`src/rtl/mac_array_ctrl.sv`:
```
// Pass sequencer for the MAC column array: loads weight rows, waits for the load token
// to clear the column chain, streams activation vectors, then drains the last column.
module mac_array_ctrl #(
   parameter int unsigned Col     = 8,
   parameter int unsigned LoadCyc = 8,
   parameter int unsigned Gap     = 9,
   parameter int unsigned CntBw   = 8
) (
   input  logic             clk_i,
   input  logic             reset_i,
   input  logic             start_i,
   input  logic [CntBw-1:0] num_vec_i,
   input  logic             cfg_reconfigure_i,
   input  logic             cfg_is_signed_i,
   input  logic             l0_empty_i,
   output logic             l0_rd_o,
   output logic [1:0]       inst_o,
   output logic             reconfigure_o,
   output logic             is_signed_o,
   input  logic [Col-1:0]   fifo_wr_i,
   output logic             busy_o,
   output logic             done_o
);

   localparam int unsigned LdW = $clog2(LoadCyc + 1);
   localparam int unsigned GpW = $clog2(Gap + 1);

   typedef enum logic [2:0] {
      StIdle,
      StLoad,
      StGap,
      StExec,
      StDrain,
      StDone
   } state_e;

   state_e           state_q, state_d;
   logic [LdW-1:0]   load_cnt_q, load_cnt_d;
   logic [GpW-1:0]   gap_cnt_q, gap_cnt_d;
   logic [CntBw-1:0] vec_cnt_q, vec_cnt_d;
   logic [CntBw-1:0] out_cnt_q, out_cnt_d;
   logic [CntBw-1:0] num_vec_q, num_vec_d;
   logic             reconfigure_q, reconfigure_d;
   logic             is_signed_q, is_signed_d;
   logic [1:0]       inst_q, inst_d;
   logic             load_rd, exec_rd;
   logic             last_wr;
   logic             unused_fifo_wr;

   // Only the last column's strobe marks a finished psum.
   assign last_wr        = fifo_wr_i[Col-1];
   assign unused_fifo_wr = ^fifo_wr_i[Col-2:0];

   always_comb begin
      state_d       = state_q;
      load_cnt_d    = load_cnt_q;
      gap_cnt_d     = gap_cnt_q;
      vec_cnt_d     = vec_cnt_q;
      out_cnt_d     = out_cnt_q;
      num_vec_d     = num_vec_q;
      reconfigure_d = reconfigure_q;
      is_signed_d   = is_signed_q;
      load_rd       = 1'b0;
      exec_rd       = 1'b0;
      busy_o        = 1'b0;
      done_o        = 1'b0;

      unique case (state_q)
         StIdle: begin
            if (start_i) begin
               num_vec_d     = num_vec_i;
               reconfigure_d = cfg_reconfigure_i;
               is_signed_d   = cfg_is_signed_i;
               load_cnt_d    = '0;
               gap_cnt_d     = '0;
               vec_cnt_d     = '0;
               out_cnt_d     = '0;
               state_d       = StLoad;
            end
         end
         StLoad: begin
            busy_o  = 1'b1;
            load_rd = !l0_empty_i;
            if (load_rd) begin
               load_cnt_d = load_cnt_q + LdW'(1);
               if (load_cnt_q == LdW'(LoadCyc - 1)) begin
                  state_d = StGap;
               end
            end
         end
         StGap: begin
            busy_o    = 1'b1;
            gap_cnt_d = gap_cnt_q + GpW'(1);
            if (gap_cnt_q == GpW'(Gap - 1)) begin
               state_d = (num_vec_q == '0) ? StDone : StExec;
            end
         end
         StExec: begin
            busy_o    = 1'b1;
            exec_rd   = !l0_empty_i;
            out_cnt_d = out_cnt_q + CntBw'(last_wr);
            if (exec_rd) begin
               vec_cnt_d = vec_cnt_q + CntBw'(1);
               if (vec_cnt_d == num_vec_q) begin
                  state_d = StDrain;
               end
            end
         end
         StDrain: begin
            busy_o    = 1'b1;
            out_cnt_d = out_cnt_q + CntBw'(last_wr);
            // Looking at the next count lets done follow the final psum by one cycle.
            if (out_cnt_d >= num_vec_q) begin
               state_d = StDone;
            end
         end
         StDone: begin
            done_o  = 1'b1;
            state_d = StIdle;
         end
         default: state_d = StIdle;
      endcase

      inst_d = {exec_rd, load_rd};
   end

   // A read issued in the reset cycle would be lost, so suppress it.
   assign l0_rd_o       = (load_rd | exec_rd) & ~reset_i;
   assign inst_o        = inst_q;
   assign reconfigure_o = reconfigure_q;
   assign is_signed_o   = is_signed_q;

   always_ff @(posedge clk_i) begin
      if (reset_i) begin
         state_q       <= StIdle;
         load_cnt_q    <= '0;
         gap_cnt_q     <= '0;
         vec_cnt_q     <= '0;
         out_cnt_q     <= '0;
         num_vec_q     <= '0;
         reconfigure_q <= 1'b0;
         is_signed_q   <= 1'b0;
         inst_q        <= 2'b00;
      end else begin
         state_q       <= state_d;
         load_cnt_q    <= load_cnt_d;
         gap_cnt_q     <= gap_cnt_d;
         vec_cnt_q     <= vec_cnt_d;
         out_cnt_q     <= out_cnt_d;
         num_vec_q     <= num_vec_d;
         reconfigure_q <= reconfigure_d;
         is_signed_q   <= is_signed_d;
         inst_q        <= inst_d;
      end
   end

endmodule
```
`config.mk`:
```
export PLATFORM = sky130hd
export DESIGN_NAME = mac_array_ctrl
export DESIGN_NICKNAME = d
export VERILOG_FILES = /design/src/rtl/mac_array_ctrl.sv
export SDC_FILE = /design/constraint.sdc
export NUM_CORES = 1
export LEC_CHECK = 0
export CORE_MARGIN = 5
export CORE_UTILIZATION = 31
export DETAILED_ROUTE_END_ITERATION = 12
export SLEW_MARGIN = 20
export SYNTH_ARGS = -nofsm -noshare
export SYNTH_HDL_FRONTEND = slang
export SYNTH_SLANG_ARGS = --single-unit
```
`constraint.sdc`:
```
create_clock -name clk_i -period 2.6 [get_ports clk_i]
set_input_delay 0.39 -clock clk_i [delete_from_list [all_inputs] [get_ports clk_i]]
set_output_delay 0.39 -clock clk_i [all_outputs]
set_load 0.02 [all_outputs]
```
==> impl_metrics.yaml, run 1 <==
setup_path:
  crit_path_cell_trace: "ha_4, ha_4, nand3_2, nor2_2, xor2_1, ha_1, a21o_1, a2111oi_2, o31a_1, nor4_1, a311oi_1"
  r2r_end: "state_q[1]"
  reg2reg_slack_ns: 0.1
  cp-end-kind: "flop"
  ff2ff_path_depth: 11
  cp_max_fo: 5
  r2r-start: "out_cnt_q[0]"
  slowest_stage: "dfxtp_2"
  start_kind: "flop"
  critPathKind: "flop to flop"
  max_stage_delay_ns: 0.36
  cp_common_cell: "ha_4"
  worstPathRequired_ns: 2.80
  cp.arrival_ns: 2.71
sta:
  tightest_slew_ns: 0.522
  max_freq_mhz: 399
  fin_crit_sh: 0.963
  rsz0062_at_grt: "true"
  finClkSkew_ns: 0.00430
  worst_slack_ns: 0.0958
  finalCriticalPeriod_ns: 2.50
  finalHoldViolations: 0
  setup_violations: 0
  slew_violations: 0
  relSlewSlack: 0.650
  whs_ns: 0.460
  fin_setup_tns_ns: 0
synthesis:
  synth_top_area_cell: "dfxtp_1"
  synth_fp_nets: 330
  synth_top_family_by_area: "simple AND/OR/NAND/NOR gates"
  synth_edf_count: 0
  ys_warn_count: 0
  ys_top_cells_by_count: "39 x dfxtp_1, 33 x a21oi_1, 31 x nand2_1"
  yosys_register_bits: 39
  synth_area_sq_um: 2340
  synth_compound_area_frac: 0.185
  muxShareOfSynthArea: 0
  syn_avg_cell_area_sq_um: 7.95
  ys.flop_type: "dfxtp_1"
  synth_fa_ha_area_frac: 0.0749
  synthTopCellsByArea: "dfxtp_1 33%, ha_1 7.5%, a21oi_1 7.1%"
  synthArstFlopShare: 0
  synthXorXnorAreaFrac: 0.0749
  seq_area_frac_synth: 0.334
  post-synth-top-count-cell: "dfxtp_1"
  synth_cell_types: 51
  synth_cells: 294
  synth_top_area_frac: 0.334
  synth_simple_gate_area_frac: 0.278
placement:
  gp_congestion: 0.853
  dp_slack_ns: -0.597
  port_buffers: 21
  hpwl_microns: 4110
  dp.cells: 414
  post_dp_cell_area_sq_um: 2730
routing:
  routed_via_density: 5.11
  drt_iter0_markers: 62
  drc: 0
  wirelength_microns: 5670
  vias: 2167
  dr.pass1.iters: 5
  drt-wirelength-per-cell_microns: 13.4
  ant_nets: 0
worst_hold_path:
  hold_end: "reconfigure_o"
  hold_class: "flop to flop"
  min_from: "reconfigure_o"
  min_path_cells: 2
floorplanning:
  rows: 31
  core-area_sq_um: 7290
  dieArea_sq_um: 9380
  fp.dieH_microns: 96.8
  initial_utilization: 0.321
  io_pins: 29
  die_x_microns: 96.8
cts:
  cts_made_buffers: 5
  cts_root_buf: "clkbuf_8"
  htree_levels: 2
  tritoncts: "yes"
  clk_pin_slew_ns: 0.08
  numClockSinks: 39
  clock_latency_ns: 0.29
  clock_path_buffers: 2
  postCtsHoldBufs: 0
cells_and_area:
  area_delta_synth_final_pct: 23.7
  fin_area_sq_um: 2890
  fin_cells: 424
  layout-drive-gt1-share: 0.135
  fin_util: 0.397
  num_antenna_cells: 0
  final_nets: 361
pwr:
  p_per_area_nw_per_um2: 684
  finalPower_mw: 1.98
  p_leak_nw: 1.08
  ir_drop_uv: 398
global_route:
  grt_pass1_wl_microns: 9780
  grt_overflow: 0
  grt_pass1_vias: 2079
  grt_max_degree: 43
  antenna_found_initial: 0
  grt_usage: 0.123
status:
  status: "completed"
run:
  max_cap_viol_count: 0
[placed cells by master (no fill, tap or decap), types with 2 or more instances in the layout]
master and instances:
nor2_1 19, nor4_1 6, nand2_1 31, nand4_1 4
nor3_2 4, or2_2 2, clkdlybuf4s50_1 20, a211o_1 2
a2111oi_2 2, nand3_2 2, a211oi_1 2, or3_1 8
xor2_1 11, nor3_1 9, o21a_1 3, a21oi_1 33
inv_1 13, nand2b_1 4, and3_1 4, ha_1 12
o21ai_0 12, dfxtp_1 38, ha_4 2, clkbuf_8 6
and2_1 4, buf_4 19, xnor2_1 9, nand3b_1 6
a31oi_1 2, nand3_1 8, nor2_2 2, o31a_1 2
[layout make-up]
class	instances	area, sq um
Clock buffer	6	82.6
Fill cell	798	4400
Sequential cell	39	782
Clock inverter	1	5.00
Inverter	13	48.8
Timing Repair Buffer	40	352
Tap cell	99	124
Multi-Input combinational cell	226	1500
[cell families (layout without fill, tap and decap cells)]
group                    count (synthesis)  in the layout
XOR/XNOR                                20             20
AO/OA/AOI/OAI                           70             70
buffers and inverters                   29             60
adder cells (fa/ha/maj)                 14             14
AND/OR/NAND/NOR                        122            122
flip-flops                              39             39
[state kept, by name (all words and copies together) (netlist names)]
signal	count
out_cnt_q	8
inst_o	2
reconfigure_o	1
vec_cnt_q	8
is_signed_o	1
num_vec_q	8
gap_cnt_q	4
load_cnt_q	4
state_q	3
[worst max-delay path by stage]
stage	to	cells after the start	slack, ns	from
2_1_floorplan	state_q[1]	11	0.02	fifo_wr_i[7]
3_3_place_gp	state_q[1]	12	-0.54	fifo_wr_i[7]
3_5_place_dp	state_q[1]	12	-0.60	fifo_wr_i[7]
4_1_cts	state_q[1]	11	0.05	out_cnt_q[0]
5_1_grt	state_q[1]	11	-0.11	out_cnt_q[0]
6_report	state_q[1]	11	0.1	out_cnt_q[0]
[layer usage]
layer,global-route usage,share of wire
met1,0.165,0.51
met4,0.0389,0.0081
met3,0.0317,0.034
met5,0,0
met2,0.192,0.45
[critical path, delay by kind of cell (launching register included)]
kind	cells	cell delay (ns)
XOR/XNOR	1	0.20
adder cells (fa/ha/maj)	3	0.59
AND/OR/NAND/NOR	3	0.30
flip-flops	1	0.36
AO/OA/AOI/OAI	4	0.97
[what timing repair did]
action / 4_1_cts / 5_1_grt
pin swaps: 9 / 4
resized for setup: 8 / 3
setup endpoints to repair: 2 / 2
buffers inserted: 1 / 2
[power breakdown]
part           leakage, nW  switching (mW)  internal (mW)
Sequential           0.317           0.104          0.662
Clock               0.0470           0.219          0.208
Combinational        0.714           0.446          0.338
Total                 1.08           0.768           1.21
(Power assumes the default switching activity.)
==> run 2, diff against run 1 <==
--- a/config.mk
+++ b/config.mk
@@ -7,6 +7,7 @@
 export LEC_CHECK = 0
 export CORE_MARGIN = 5
 export CORE_UTILIZATION = 31
+export CTS_CLUSTER_DIAMETER = 80
 export DETAILED_ROUTE_END_ITERATION = 12
 export SLEW_MARGIN = 20
 export SYNTH_ARGS = -nofsm -noshare
==> results of run 2 <==
No change in the layout: final DEF, timing and power equal those of run 1.
==> run 3, diff against run 2 <==
--- a/config.mk
+++ b/config.mk
@@ -5,6 +5,7 @@
 export SDC_FILE = /design/constraint.sdc
 export NUM_CORES = 1
 export LEC_CHECK = 0
+export ABC_CLOCK_PERIOD_IN_PS = 3200
 export CORE_MARGIN = 5
 export CORE_UTILIZATION = 31
 export CTS_CLUSTER_DIAMETER = 80
==> constraint.sdc (replaced) <==
create_clock -name clk_i -period 3.2 [get_ports clk_i]
set_input_delay 0.48 -clock clk_i [delete_from_list [all_inputs] [get_ports clk_i]]
set_output_delay 0.48 -clock clk_i [all_outputs]
set_load 0.02 [all_outputs]
==> impl_metrics.yaml, run 3 (same netlist as run 1, synthesis figures left out) <==
sta:
  fin_crit_sh: 0.949
  setup_violations: 0
  slew_violations: 0
  finalHoldViolations: 0
  finClkSkew_ns: 0.00271
  finalCriticalPeriod_ns: 3.04
  fin_setup_tns_ns: 0
  relSlewSlack: 0.548
  tightest_slew_ns: 0.673
  max_freq_mhz: 329
status:
  status: "completed"
routing:
  vias: 2108
  drt_iter0_markers: 54
  ant_nets: 0
  drt-wirelength-per-cell_microns: 12.9
  drc: 0
  routed_via_density: 5.06
  wirelength_microns: 5380
  dr.pass1.iters: 4
placement:
  dp.cells: 407
  hpwl_microns: 3830
  port_buffers: 21
  gp_congestion: 0.805
  post_dp_cell_area_sq_um: 2670
floorplanning:
  io_pins: 29
  core-area_sq_um: 7290
  dieArea_sq_um: 9380
  fp.dieH_microns: 96.8
  initial_utilization: 0.321
  die_x_microns: 96.8
  rows: 31
setup_path:
  critPathKind: "primary input to flop"
  start_kind: "primary input"
  cp-end-kind: "flop"
  cp_max_fo: 5
  worstPathRequired_ns: 3.40
  cp.arrival_ns: 3.23
pwr:
  ir_drop_uv: 396
  p_leak_nw: 1.04
  p_per_area_nw_per_um2: 562
run:
  max_cap_viol_count: 0
global_route:
  antenna_found_initial: 0
  grt_pass1_wl_microns: 9400
  grt_pass1_vias: 2020
  grt_max_degree: 43
  grt_usage: 0.116
  grt_overflow: 0
cts:
  numClockSinks: 39
  tritoncts: "yes"
  clock_path_buffers: 2
  clock_latency_ns: 0.29
  clk_pin_slew_ns: 0.08
  htree_levels: 2
  cts_root_buf: "clkbuf_8"
  postCtsHoldBufs: 0
  cts_made_buffers: 5
cells_and_area:
  num_antenna_cells: 0
  top_regs: "num_vec_q: 8 flops, out_cnt_q: 8 flops, vec_cnt_q: 8 flops"
  fin_area_sq_um: 2810
  fillers: 791
  fin_util: 0.386
  fin_cells: 417
  final_common_cell: "dfxtp_1"
  final_nets: 353
  final_cell_mix: "39 x dfxtp_1, 33 x a21oi_1, 31 x nand2_1"
  area_delta_synth_final_pct: 20.3
  layout-drive-gt1-share: 0.0912
worst_hold_path:
  hold_class: "flop to flop"
[run 3: power breakdown]
part           internal [mW]  switching (mW)
sequential             0.538          0.0928
clock                  0.197           0.172
combinational          0.242           0.340
[run 3: area by class of cell]
class / count / area, sq um / share of cell area
clock buffers: 8 / 100 / 0.0356
inverters: 13 / 48.8 / 0.0174
multi-input cells: 226 / 1470 / 0.521
flip-flops and latches: 39 / 781 / 0.278
well taps: 99 / 124 / 0.0441
repair buffers: 32 / 293 / 0.104
[run 3: worst max-delay path, stage by stage]
cell and delay (ns):
clkdlybuf4s50_1 0.46, ha_2 0.19, ha_2 0.18, nand3_1 0.11
nor2_1 0.14, xor2_1 0.21, ha_1 0.28, a21o_1 0.22
a2111oi_4 0.33, o31a_1 0.27, nor3_1 0.08, a311oi_1 0.27
[run 3: layer usage]
| layer | share of wire | GRT usage | up-vias |
|---|---|---|---|
| li1 | - | - | 1098 |
| met1 | 0.51 | 0.162 | 976 |
| met2 | 0.45 | 0.179 | 29 |
| met3 | 0.029 | 0.0281 | 5 |
| met4 | 0.0065 | 0.0292 | 0 |
| met5 | 0 | 0 | - |
[run 3: per-stage QoR]
stage,worst slack [ns],total power [mW],hold WS [ns]
6_report,0.163,1.58,0.458
5_1_grt,-0.0181,1.70,0.483
4_1_cts,0.0964,1.59,0.461
3_5_place_dp,-0.173,1.22,0.450
3_3_place_gp,-0.0850,1.21,0.443
2_1_floorplan,0.469,1.03,0.448
[run 3: what timing repair did]
item                                    CTS  global route
hold endpoints to repair                  0             0
resized for setup                         0             5
setup buffers                             0             2
endpoints found under the setup margin    0             2
[run 3: final timing paths]
check / endpoint / slack, ns / start / depth (start not counted)
worst max-delay path: state_q[1] / 0.16 / fifo_wr_i[7] / 12
worst min-delay path: is_signed_o / 0.46 / is_signed_o / 2
worst min register to register: is_signed_o / 0.46 / is_signed_o / 2
worst max register to register: state_q[1] / 0.49 / out_cnt_q[0] / 11
